$ cat src/rtl/simplerisc_pkg.sv
// Shared SimpleRISC opcode map, sequencer state encoding and mux-select encodings.
// Pure declarations, no logic; imported by the sequencer and its opcode decoder.
package simplerisc_pkg;

  localparam logic [4:0] OP_ADD  = 5'd0;
  localparam logic [4:0] OP_SUB  = 5'd1;
  localparam logic [4:0] OP_MUL  = 5'd2;
  localparam logic [4:0] OP_DIV  = 5'd3;
  localparam logic [4:0] OP_MOD  = 5'd4;
  localparam logic [4:0] OP_CMP  = 5'd5;
  localparam logic [4:0] OP_AND  = 5'd6;
  localparam logic [4:0] OP_OR   = 5'd7;
  localparam logic [4:0] OP_NOT  = 5'd8;
  localparam logic [4:0] OP_MOV  = 5'd9;
  localparam logic [4:0] OP_LSL  = 5'd10;
  localparam logic [4:0] OP_LSR  = 5'd11;
  localparam logic [4:0] OP_ASR  = 5'd12;
  localparam logic [4:0] OP_NOP  = 5'd13;
  localparam logic [4:0] OP_LD   = 5'd14;
  localparam logic [4:0] OP_ST   = 5'd15;
  localparam logic [4:0] OP_BEQ  = 5'd16;
  localparam logic [4:0] OP_BGT  = 5'd17;
  localparam logic [4:0] OP_B    = 5'd18;
  localparam logic [4:0] OP_CALL = 5'd19;
  localparam logic [4:0] OP_RET  = 5'd20;
  localparam logic [4:0] OP_HALT = 5'd31;

  typedef enum logic [2:0] {
    ST_IDLE      = 3'd0,
    ST_FETCH     = 3'd1,
    ST_DECODE    = 3'd2,
    ST_EXEC      = 3'd3,
    ST_EXEC_WAIT = 3'd4,
    ST_MEM       = 3'd5,
    ST_WB        = 3'd6,
    ST_STOP      = 3'd7
  } state_t;

  localparam logic [1:0] WB_ALU = 2'd0;
  localparam logic [1:0] WB_MEM = 2'd1;
  localparam logic [1:0] WB_PC4 = 2'd2;

  localparam logic [1:0] PC_PLUS4  = 2'd0;
  localparam logic [1:0] PC_BRANCH = 2'd1;
  localparam logic [1:0] PC_RA     = 2'd2;

endpackage

$ cat src/rtl/simplerisc_op_decode.sv
// Combinational opcode-to-class decode for the sequencer; zero latency, no handshake.
module simplerisc_op_decode
  import simplerisc_pkg::*;
(
  input  logic [4:0] op,
  output logic       writes_rf,
  output logic       is_mem,
  output logic       is_multi,
  output logic       is_branch,
  output logic       is_illegal
);

  always_comb begin
    writes_rf  = op inside {[OP_ADD:OP_MOD], [OP_AND:OP_ASR], OP_LD};
    is_mem     = op inside {OP_LD, OP_ST};
    is_multi   = op inside {OP_MUL, OP_DIV, OP_MOD};
    is_branch  = op inside {[OP_BEQ:OP_RET]};
    is_illegal = op inside {[5'd21:5'd30]};
  end

endmodule

$ cat src/rtl/simplerisc_seq_ctrl.sv
// Multi-cycle FETCH/DECODE/EXEC/MEM/WB sequencer; Moore outputs, stalls on alu_done and dmem_ready.
// Optional SEQ_PERF_CNT_EN adds cycle_cnt/retired_cnt performance counters.
module simplerisc_seq_ctrl
  import simplerisc_pkg::*;
#(
  parameter int DIV_TIMEOUT = 64
) (
  input  logic        clk,
  input  logic        reset,
  input  logic        run,
  input  logic [31:0] inst,
  input  logic        flag_eq,
  input  logic        flag_gt,
  input  logic        alu_done,
  input  logic        dmem_ready,
  output logic        ir_load,
  output logic        alu_start,
  output logic        dmem_req,
  output logic        dmem_we,
  output logic        rf_we,
  output logic [1:0]  wb_sel,
  output logic        rd_ra,
  output logic        flags_we,
  output logic        pc_we,
  output logic [1:0]  pc_sel,
  output logic [31:0] is_branch_taken,
  output logic [2:0]  state_o,
  output logic        halted,
  output logic        trap
`ifdef SEQ_PERF_CNT_EN
  ,
  output logic [31:0] cycle_cnt,
  output logic [31:0] retired_cnt
`endif
);

  localparam int TO_W = $clog2(DIV_TIMEOUT + 1);
  localparam logic [TO_W-1:0] TO_LAST = TO_W'(DIV_TIMEOUT - 1);

  state_t          state, state_nxt;
  logic [4:0]      op_q;
  logic [4:0]      dec_op;
  logic [TO_W-1:0] to_cnt;
  logic            halted_q, trap_q;
  logic            set_halt, set_trap;
  logic            writes_rf, is_mem, is_multi, is_branch, is_illegal;
  logic            is_skip;
  logic            unused_inst;

  assign unused_inst = ^inst[26:0];

  // In DECODE the opcode is still on the instruction bus; afterwards only the latched copy is valid.
  assign dec_op = (state == ST_DECODE) ? inst[31:27] : op_q;

  simplerisc_op_decode u_dec (
    .op         (dec_op),
    .writes_rf  (writes_rf),
    .is_mem     (is_mem),
    .is_multi   (is_multi),
    .is_branch  (is_branch),
    .is_illegal (is_illegal)
  );

  assign is_skip = (dec_op == OP_NOP) ||
                   (is_branch && (dec_op != OP_BEQ) && (dec_op != OP_BGT));

  always_ff @(posedge clk or posedge reset) begin
    if (reset) begin
      state    <= ST_IDLE;
      op_q     <= OP_ADD;
      halted_q <= 1'b0;
      trap_q   <= 1'b0;
      to_cnt   <= '0;
    end else begin
      state <= state_nxt;
      if (state == ST_DECODE) op_q <= inst[31:27];
      if (set_halt) halted_q <= 1'b1;
      if (set_trap) trap_q <= 1'b1;
      if ((state == ST_EXEC_WAIT) && (state_nxt == ST_EXEC_WAIT))
        to_cnt <= to_cnt + TO_W'(1);
      else
        to_cnt <= '0;
    end
  end

  always_comb begin
    state_nxt = state;
    ir_load   = 1'b0;
    alu_start = 1'b0;
    dmem_req  = 1'b0;
    dmem_we   = 1'b0;
    rf_we     = 1'b0;
    wb_sel    = WB_ALU;
    rd_ra     = 1'b0;
    flags_we  = 1'b0;
    pc_we     = 1'b0;
    pc_sel    = PC_PLUS4;
    set_halt  = 1'b0;
    set_trap  = 1'b0;
    case (state)
      ST_IDLE: if (run) state_nxt = ST_FETCH;
      ST_FETCH: begin
        ir_load   = 1'b1;
        state_nxt = ST_DECODE;
      end
      ST_DECODE: begin
        if (dec_op == OP_HALT) begin
          set_halt  = 1'b1;
          state_nxt = ST_STOP;
        end else if (is_illegal) begin
          set_trap  = 1'b1;
          state_nxt = ST_STOP;
        end else if (is_skip) begin
          state_nxt = ST_WB;
        end else begin
          state_nxt = ST_EXEC;
        end
      end
      ST_EXEC: begin
        if (is_multi) begin
          alu_start = 1'b1;
          state_nxt = ST_EXEC_WAIT;
        end else if (is_mem) begin
          state_nxt = ST_MEM;
        end else begin
          state_nxt = ST_WB;
        end
      end
      ST_EXEC_WAIT: begin
        if (alu_done) begin
          state_nxt = ST_WB;
        end else if (to_cnt == TO_LAST) begin
          set_trap  = 1'b1;
          state_nxt = ST_STOP;
        end
      end
      ST_MEM: begin
        dmem_req = 1'b1;
        dmem_we  = (op_q == OP_ST);
        if (dmem_ready) state_nxt = ST_WB;
      end
      ST_WB: begin
        pc_we = 1'b1;
        rf_we = writes_rf || (op_q == OP_CALL);
        if (op_q == OP_LD) wb_sel = WB_MEM;
        if (op_q == OP_CALL) begin
          wb_sel = WB_PC4;
          rd_ra  = 1'b1;
        end
        flags_we = (op_q == OP_CMP);
        case (op_q)
          OP_B, OP_CALL: pc_sel = PC_BRANCH;
          OP_BEQ:        pc_sel = flag_eq ? PC_BRANCH : PC_PLUS4;
          OP_BGT:        pc_sel = flag_gt ? PC_BRANCH : PC_PLUS4;
          OP_RET:        pc_sel = PC_RA;
          default:       pc_sel = PC_PLUS4;
        endcase
        state_nxt = run ? ST_FETCH : ST_IDLE;
      end
      ST_STOP: state_nxt = ST_STOP;
      default: state_nxt = ST_IDLE;
    endcase
  end

  assign is_branch_taken = {31'b0, pc_sel != PC_PLUS4};
  assign state_o         = state;
  assign halted          = halted_q;
  assign trap            = trap_q;

`ifdef SEQ_PERF_CNT_EN
  always_ff @(posedge clk or posedge reset) begin
    if (reset) begin
      cycle_cnt   <= '0;
      retired_cnt <= '0;
    end else begin
      if ((state != ST_IDLE) && (state != ST_STOP)) cycle_cnt <= cycle_cnt + 32'd1;
      if (state == ST_WB) retired_cnt <= retired_cnt + 32'd1;
    end
  end
`endif

endmodule

$ cat config.mk
export PLATFORM = sky130hd
export DESIGN_NAME = simplerisc_seq_ctrl
export DESIGN_NICKNAME = d
export VERILOG_FILES = /design/src/rtl/simplerisc_pkg.sv /design/src/rtl/simplerisc_op_decode.sv /design/src/rtl/simplerisc_seq_ctrl.sv
export SDC_FILE = /design/constraint.sdc
export NUM_CORES = 1
export LEC_CHECK = 0
export CAP_MARGIN = 0
export CELL_PAD_IN_SITES_DETAIL_PLACEMENT = 2
export CELL_PAD_IN_SITES_GLOBAL_PLACEMENT = 2
export CORE_MARGIN = 2
export CORE_UTILIZATION = 20
export CTS_CLUSTER_SIZE = 10
export DETAILED_ROUTE_END_ITERATION = 10
export PLACE_DENSITY_LB_ADDON = 0.1
export SETUP_SLACK_MARGIN = 0.4
export SLEW_MARGIN = 30
export SYNTH_ARGS = -nofsm -noshare
export SYNTH_HDL_FRONTEND = slang
export SYNTH_SLANG_ARGS = --single-unit
$ cat constraint.sdc
create_clock -name clk -period 3.95 [get_ports clk]
set_clock_uncertainty 0.05 [all_clocks]
set_input_delay 0.395 -clock clk [delete_from_list [all_inputs] [get_ports clk]]
set_output_delay 0.395 -clock clk [all_outputs]
set_load 0.01 [all_outputs]
Word level (Yosys, flattened, before mapping)
Index checks and enable logic that the tools add are counted.

word-level totals
  flip-flop bits (word level) = 17
  input bits = 39
  output and inout bits = 49
  word-level logic and storage cells = 92

cells by class
  add/subtract/negate cells = 1
  magnitude comparators = 8
  eq/ne operators = 26
  multiplexer cells = 37
  reductions and logical operators = 15

operator list
  kind                 number
  $eq 5x5->1 const B   6
  $eq 5x4->1 const B   5
  $pmux 3 s8           1
  $mux 3               7
  $mux 1               20
  $eq 3x3->1 const B   5
  $eq 5x2->1 const B   2
  $eq 5x3->1 const B   2
  $ge 5x5->1 const B   2
  $le 5x5->1 const B   2
  $mux 2               5
  $ne 5x5->1 const B   2
  $pmux 2 s4           1
  $add 7x1->7 const B  1
  $eq 7x6->1 const B   1
  $logic_and 1x1->1    7
  $mux 7               1
  $eq 3x2->1 const B   2
  $reduce_bool 3->1    2
  $ge 5x1->1 const B   1
  $ge 5x3->1 const B   1
  $le 5x3->1 const B   1
  $le 5x4->1 const B   1
  $mux 5               1
  6 further kinds      8

Logic depth before layout (Yosys ltp)
  depth in word-level cells = 14
  gate-level depth with buffers = 7
  mapped depth without buffers = 6

Modules after synthesis
From an unflattened synthesis, not the netlist that was laid out.

second synthesis, totals
  cell total of the unflattened synthesis = 151
  area total of the unflattened synthesis = 1,325.0 µm²

modules (own cells, without submodules)
  module                instances  cells an instance  area each (µm²)  seq. area each (µm²)
  simplerisc_seq_ctrl   1          139                1,244.9          425.4
  simplerisc_op_decode  1          12                 80.1             0.0

Least setup slack after synthesis
Ideal clock, no wire load.

  path kind = register to output
  from = reg state[0], in the netlist state_o[0]
  to = out rf_we
  data arrival time = 1.672 ns
  data required time = 3.505 ns
  slack = 1.833 ns
  stages on the path, launching flop included = 8
  path buffers = 2
  cells stage by stage = dfrtp_1 -> buf_6 -> nor3b_4 -> buf_6 -> mux2_2 -> o211ai_1 -> nand2_1 -> a21oi_1

on the way
  longest elaborated chain between the ends = 7
  elaborated cells on any way between the ends = 13
  classes of those cells = order compare (4); eq/ne (3); mux (2); reduce/logical (4)

ends and longest elaborated chain
  what                                      RTL line                    RTL
  start: declaration                        simplerisc_seq_ctrl.sv:40   state_t state, state_nxt;
  start signal: assignment                  simplerisc_seq_ctrl.sv:75   state <= state_nxt;
  $eq 3x2->1 (*)                            simplerisc_seq_ctrl.sv:53   assign dec_op = (state == ST_DECODE) ? inst[31:27] : op_q;
  $mux 5 (*)                                -
  named net dec_op[2]                       simplerisc_seq_ctrl.sv:42   logic [4:0] dec_op;
  $ge 5x1->1, or another cell as far along  simplerisc_op_decode.sv:14  writes_rf = op inside {[OP_ADD:OP_MOD], [OP_AND:OP_ASR], OP_LD};
  $logic_and 1x1->1                         simplerisc_op_decode.sv:14
  $reduce_bool 3->1 (*)                     simplerisc_op_decode.sv:14
  $logic_or 1x1->1 (*)                      simplerisc_seq_ctrl.sv:144  rf_we = writes_rf || (op_q == OP_CALL);
  $mux 1 (*)                                simplerisc_seq_ctrl.sv:100  case (state)
  end: declaration                          simplerisc_seq_ctrl.sv:20   output logic rf_we,

Mark *: on every way through the listed nets, which the timed path passes. The rest lies on a longest branch.

Worst setup path in the final report
  from = reg state[1], in the netlist state_o[1]
  to = out rf_we

Same word-level chain as after synthesis.

==> out/results.ini <==
[status]
status=completed

[synth]
synth_seq_area_share_pct=31.7
synth_edf_count=0
synth.most_common_cell=buf_4
postSynthCellCount=149
synthXorXnorAreaFrac_pct=2.61
synth_fa_ha_area_share_pct=0.932
synth_top_family_by_area=buffers and inverters
synthMuxAreaShare_pct=7.55
synthArstFlopShare_pct=100
synth.top_cells.by_count=32 x buf_4, 17 x dfrtp_1, 12 x nor2_1
yosysTopAreaCellShare_pct=31.7
yosys-top-cells-area=dfrtp_1 32%, buf_4 18%, mux2_2 5.0%
yosysWarnings=0
yosysTopAreaCell=dfrtp_1
synth_compound_area_share_pct=13.1
syn_area_mm2=0.00134
post_synth.cell_area_avg_um2=9.01
yosys.cell_types.count=41
yosys_register_bits=17
synth_ff_type=dfrtp_1
synth-simple-area-share_pct=21.4

[timing]
final-setup-viol-count=0
relSlewSlack_pct=54.4
min_period_ns=3.18
timing.fmax_mhz=314
fin_tns_setup_ns=0
finalHoldViolCount=0
drv_slew=0
max_slew.worst_pin.slew_ns=0.684
rsz0062_at_grt=no
worst_slack_ns=0.766
fin_crit_sh_pct=80.6

[layout]
final_cell_count_no_fill=257
utilization_pct=25.7
drive_above_1_share_pct=13.3
antennaDiodeCount=0
area_growth_syn_to_layout_pct=22.9
fin_area_mm2=0.00165
fin_nets=221

[worst_setup_path]
critPathKind=reg2out
worstPathCellList=nor3b_4 -> buf_4 -> mux2_2 -> o211ai_1 -> nand2_1 -> a21oi_1 -> clkdlybuf4s50_1
worstSetupEndpoint=rf_we
regToRegStartpoint=state_o[1]
crit_path_start_kind=register
reg2reg_slack_ns=1.83
slowest_stage=dfrtp_1
crit_path_max_fanout=13
cp.depth=7
worstPathRequired_ns=3.50
crit_family=buffers and inverters
startpoint=state_o[1]
critPathMaxStageDelay_ns=0.59
r2r-end=state_o[0]
crit_buf_inv=2
cp.arrival_ns=2.74
cp-end-kind=output port
r2r_cells=6

[grt]
grt_max_degree=18
antenna_found_initial=0
grt-ovfl-total=0
grt_usage_pct=9.81
grt_pass1_vias=1135
grt_pass1_wl_mm=5.75

[placed_design]
dpl.hpwl_mm=2.89
place_congestion=0.741
placed_cell_area_mm2=0.00157
dp_worst_setup_slack_ns=0.760
portBuffers=29
dpl.cell_count=248

[drt]
routed_wl_mm=3.65
ant_nets=0
drt_pass1_iterations=3
via_count=1084
post-route-drc-count=0
vias_per_cell=4.22
dr.first_iter.drc_count=10
wl_per_cell_um=14.2

[worst_hold_path]
hold_class=reg2reg

[clock_tree]
post_cts_resized=0
cts_tree=yes
clk_latency_ns=0.26
clockRootBuffer=clkbuf_8
cts_hold_buf=0
cts_sinks=17
postCtsSetupBuffers=0
clk_transition_reported_paths_ns=0.07
htree_num_levels=1
cts_buffer_depth=2
numCtsBuffers=3

[floorplanning]
fp.coreArea_mm2=0.00642
num_rows=29
dieArea_mm2=0.00738
die_w_um=85.9
fp.dieH_um=85.9
initial_core_util_pct=20.9
io_pins=88

[power_and_ir_drop]
p_sw_w=0.000436
p_clk_share_pct=13.8
peakVddDrop_mv=0.191
leakage_nw=0.729
swShare_pct=43.5
power.density_mw_per_mm2=608
combPwrFrac_pct=51.7
intPower_w=0.000568
seq_power_share_pct=34.5

[run]
max_cap_viol_count=0

## kinds of logic (layout without fill, tap and decap cells)
group | after synthesis | in the layout
other | 1 | 31
adders and majority gates | 1 | 1
muxes | 9 | 9
buffers and inverters | 43 | 44
DFF | 17 | 17
and+or+nand+nor | 49 | 49
xor gates and xnor gates | 4 | 4
AOI/OAI and AO/OA | 25 | 25
## metal layers
metal	global-route usage (%)	up-vias	share of wire (%)
li1	-	518	-
met1	11.7	531	42
met2	17.5	30	52
met3	3.27	5	5.7
met4	1.30	0	0.44
met5	0	-	0
## metrics by stage
step	hold slack (ns)	power, W
2_1_floorplan	0.271	0.000686
3_5_place_dp	0.420	0.000851
4_1_cts	0.438	0.000995
3_3_place_gp	0.389	0.000837
5_1_grt	0.465	0.00109
6_report	0.428	0.00100
## state kept, by name (all words and copies together), names as in the netlist
| register | cells |
|---|---|
| halted | 1 |
| op_q | 5 |
| state_o | 3 |
| to_cnt | 7 |
| trap | 1 |
## power groups by stage
| stage | combinational [W] | clock [W] | sequential (W) |
|---|---|---|---|
| 5_1_grt | 0.000577 | 0.000152 | 0.000366 |
| 4_1_cts | 0.000499 | 0.000144 | 0.000352 |
| 3_5_place_dp | 0.000496 | 0 | 0.000355 |
| 6_report | 0.000519 | 0.000138 | 0.000346 |
| 2_1_floorplan | 0.000399 | 0 | 0.000287 |
| 3_3_place_gp | 0.000487 | 0 | 0.000350 |
## worst min-delay path by stage
stage,cells after the start,start,endpoint
finish,1,to_cnt[0],to_cnt[0]
global route,2,trap,trap
CTS,1,to_cnt[0],to_cnt[0]
detailed placement,1,halted,halted
global placement,1,to_cnt[0],to_cnt[0]
floorplan,1,reset,halted
## layout by cell type, fill, tap and decap left out, drive strengths merged, types with 3 or more instances in the layout
cell type and instances:
conb 31, clkdlybuf4s50 29, dfrtp 17, nor2 12, o21ai 11, nand2 7, mux2 6, nor3 6
nand3 6, inv 6, buf 5, a21oi 4, nor3b 4, o211a 3, nand2b 3, xor2 3
clkbuf 3, mux2i 3
## cell type report
cell class                 instances  area, µm²
multi-input combinational        119        729
clock buffer                       3       41.3
sequential                        17        425
clock inverter                     1       5.00
inverter                           6       25.0
timing repair buffer              34        328
fill                             752       4770
tap                               77       96.3
Power figures use the tool's default switching activity.
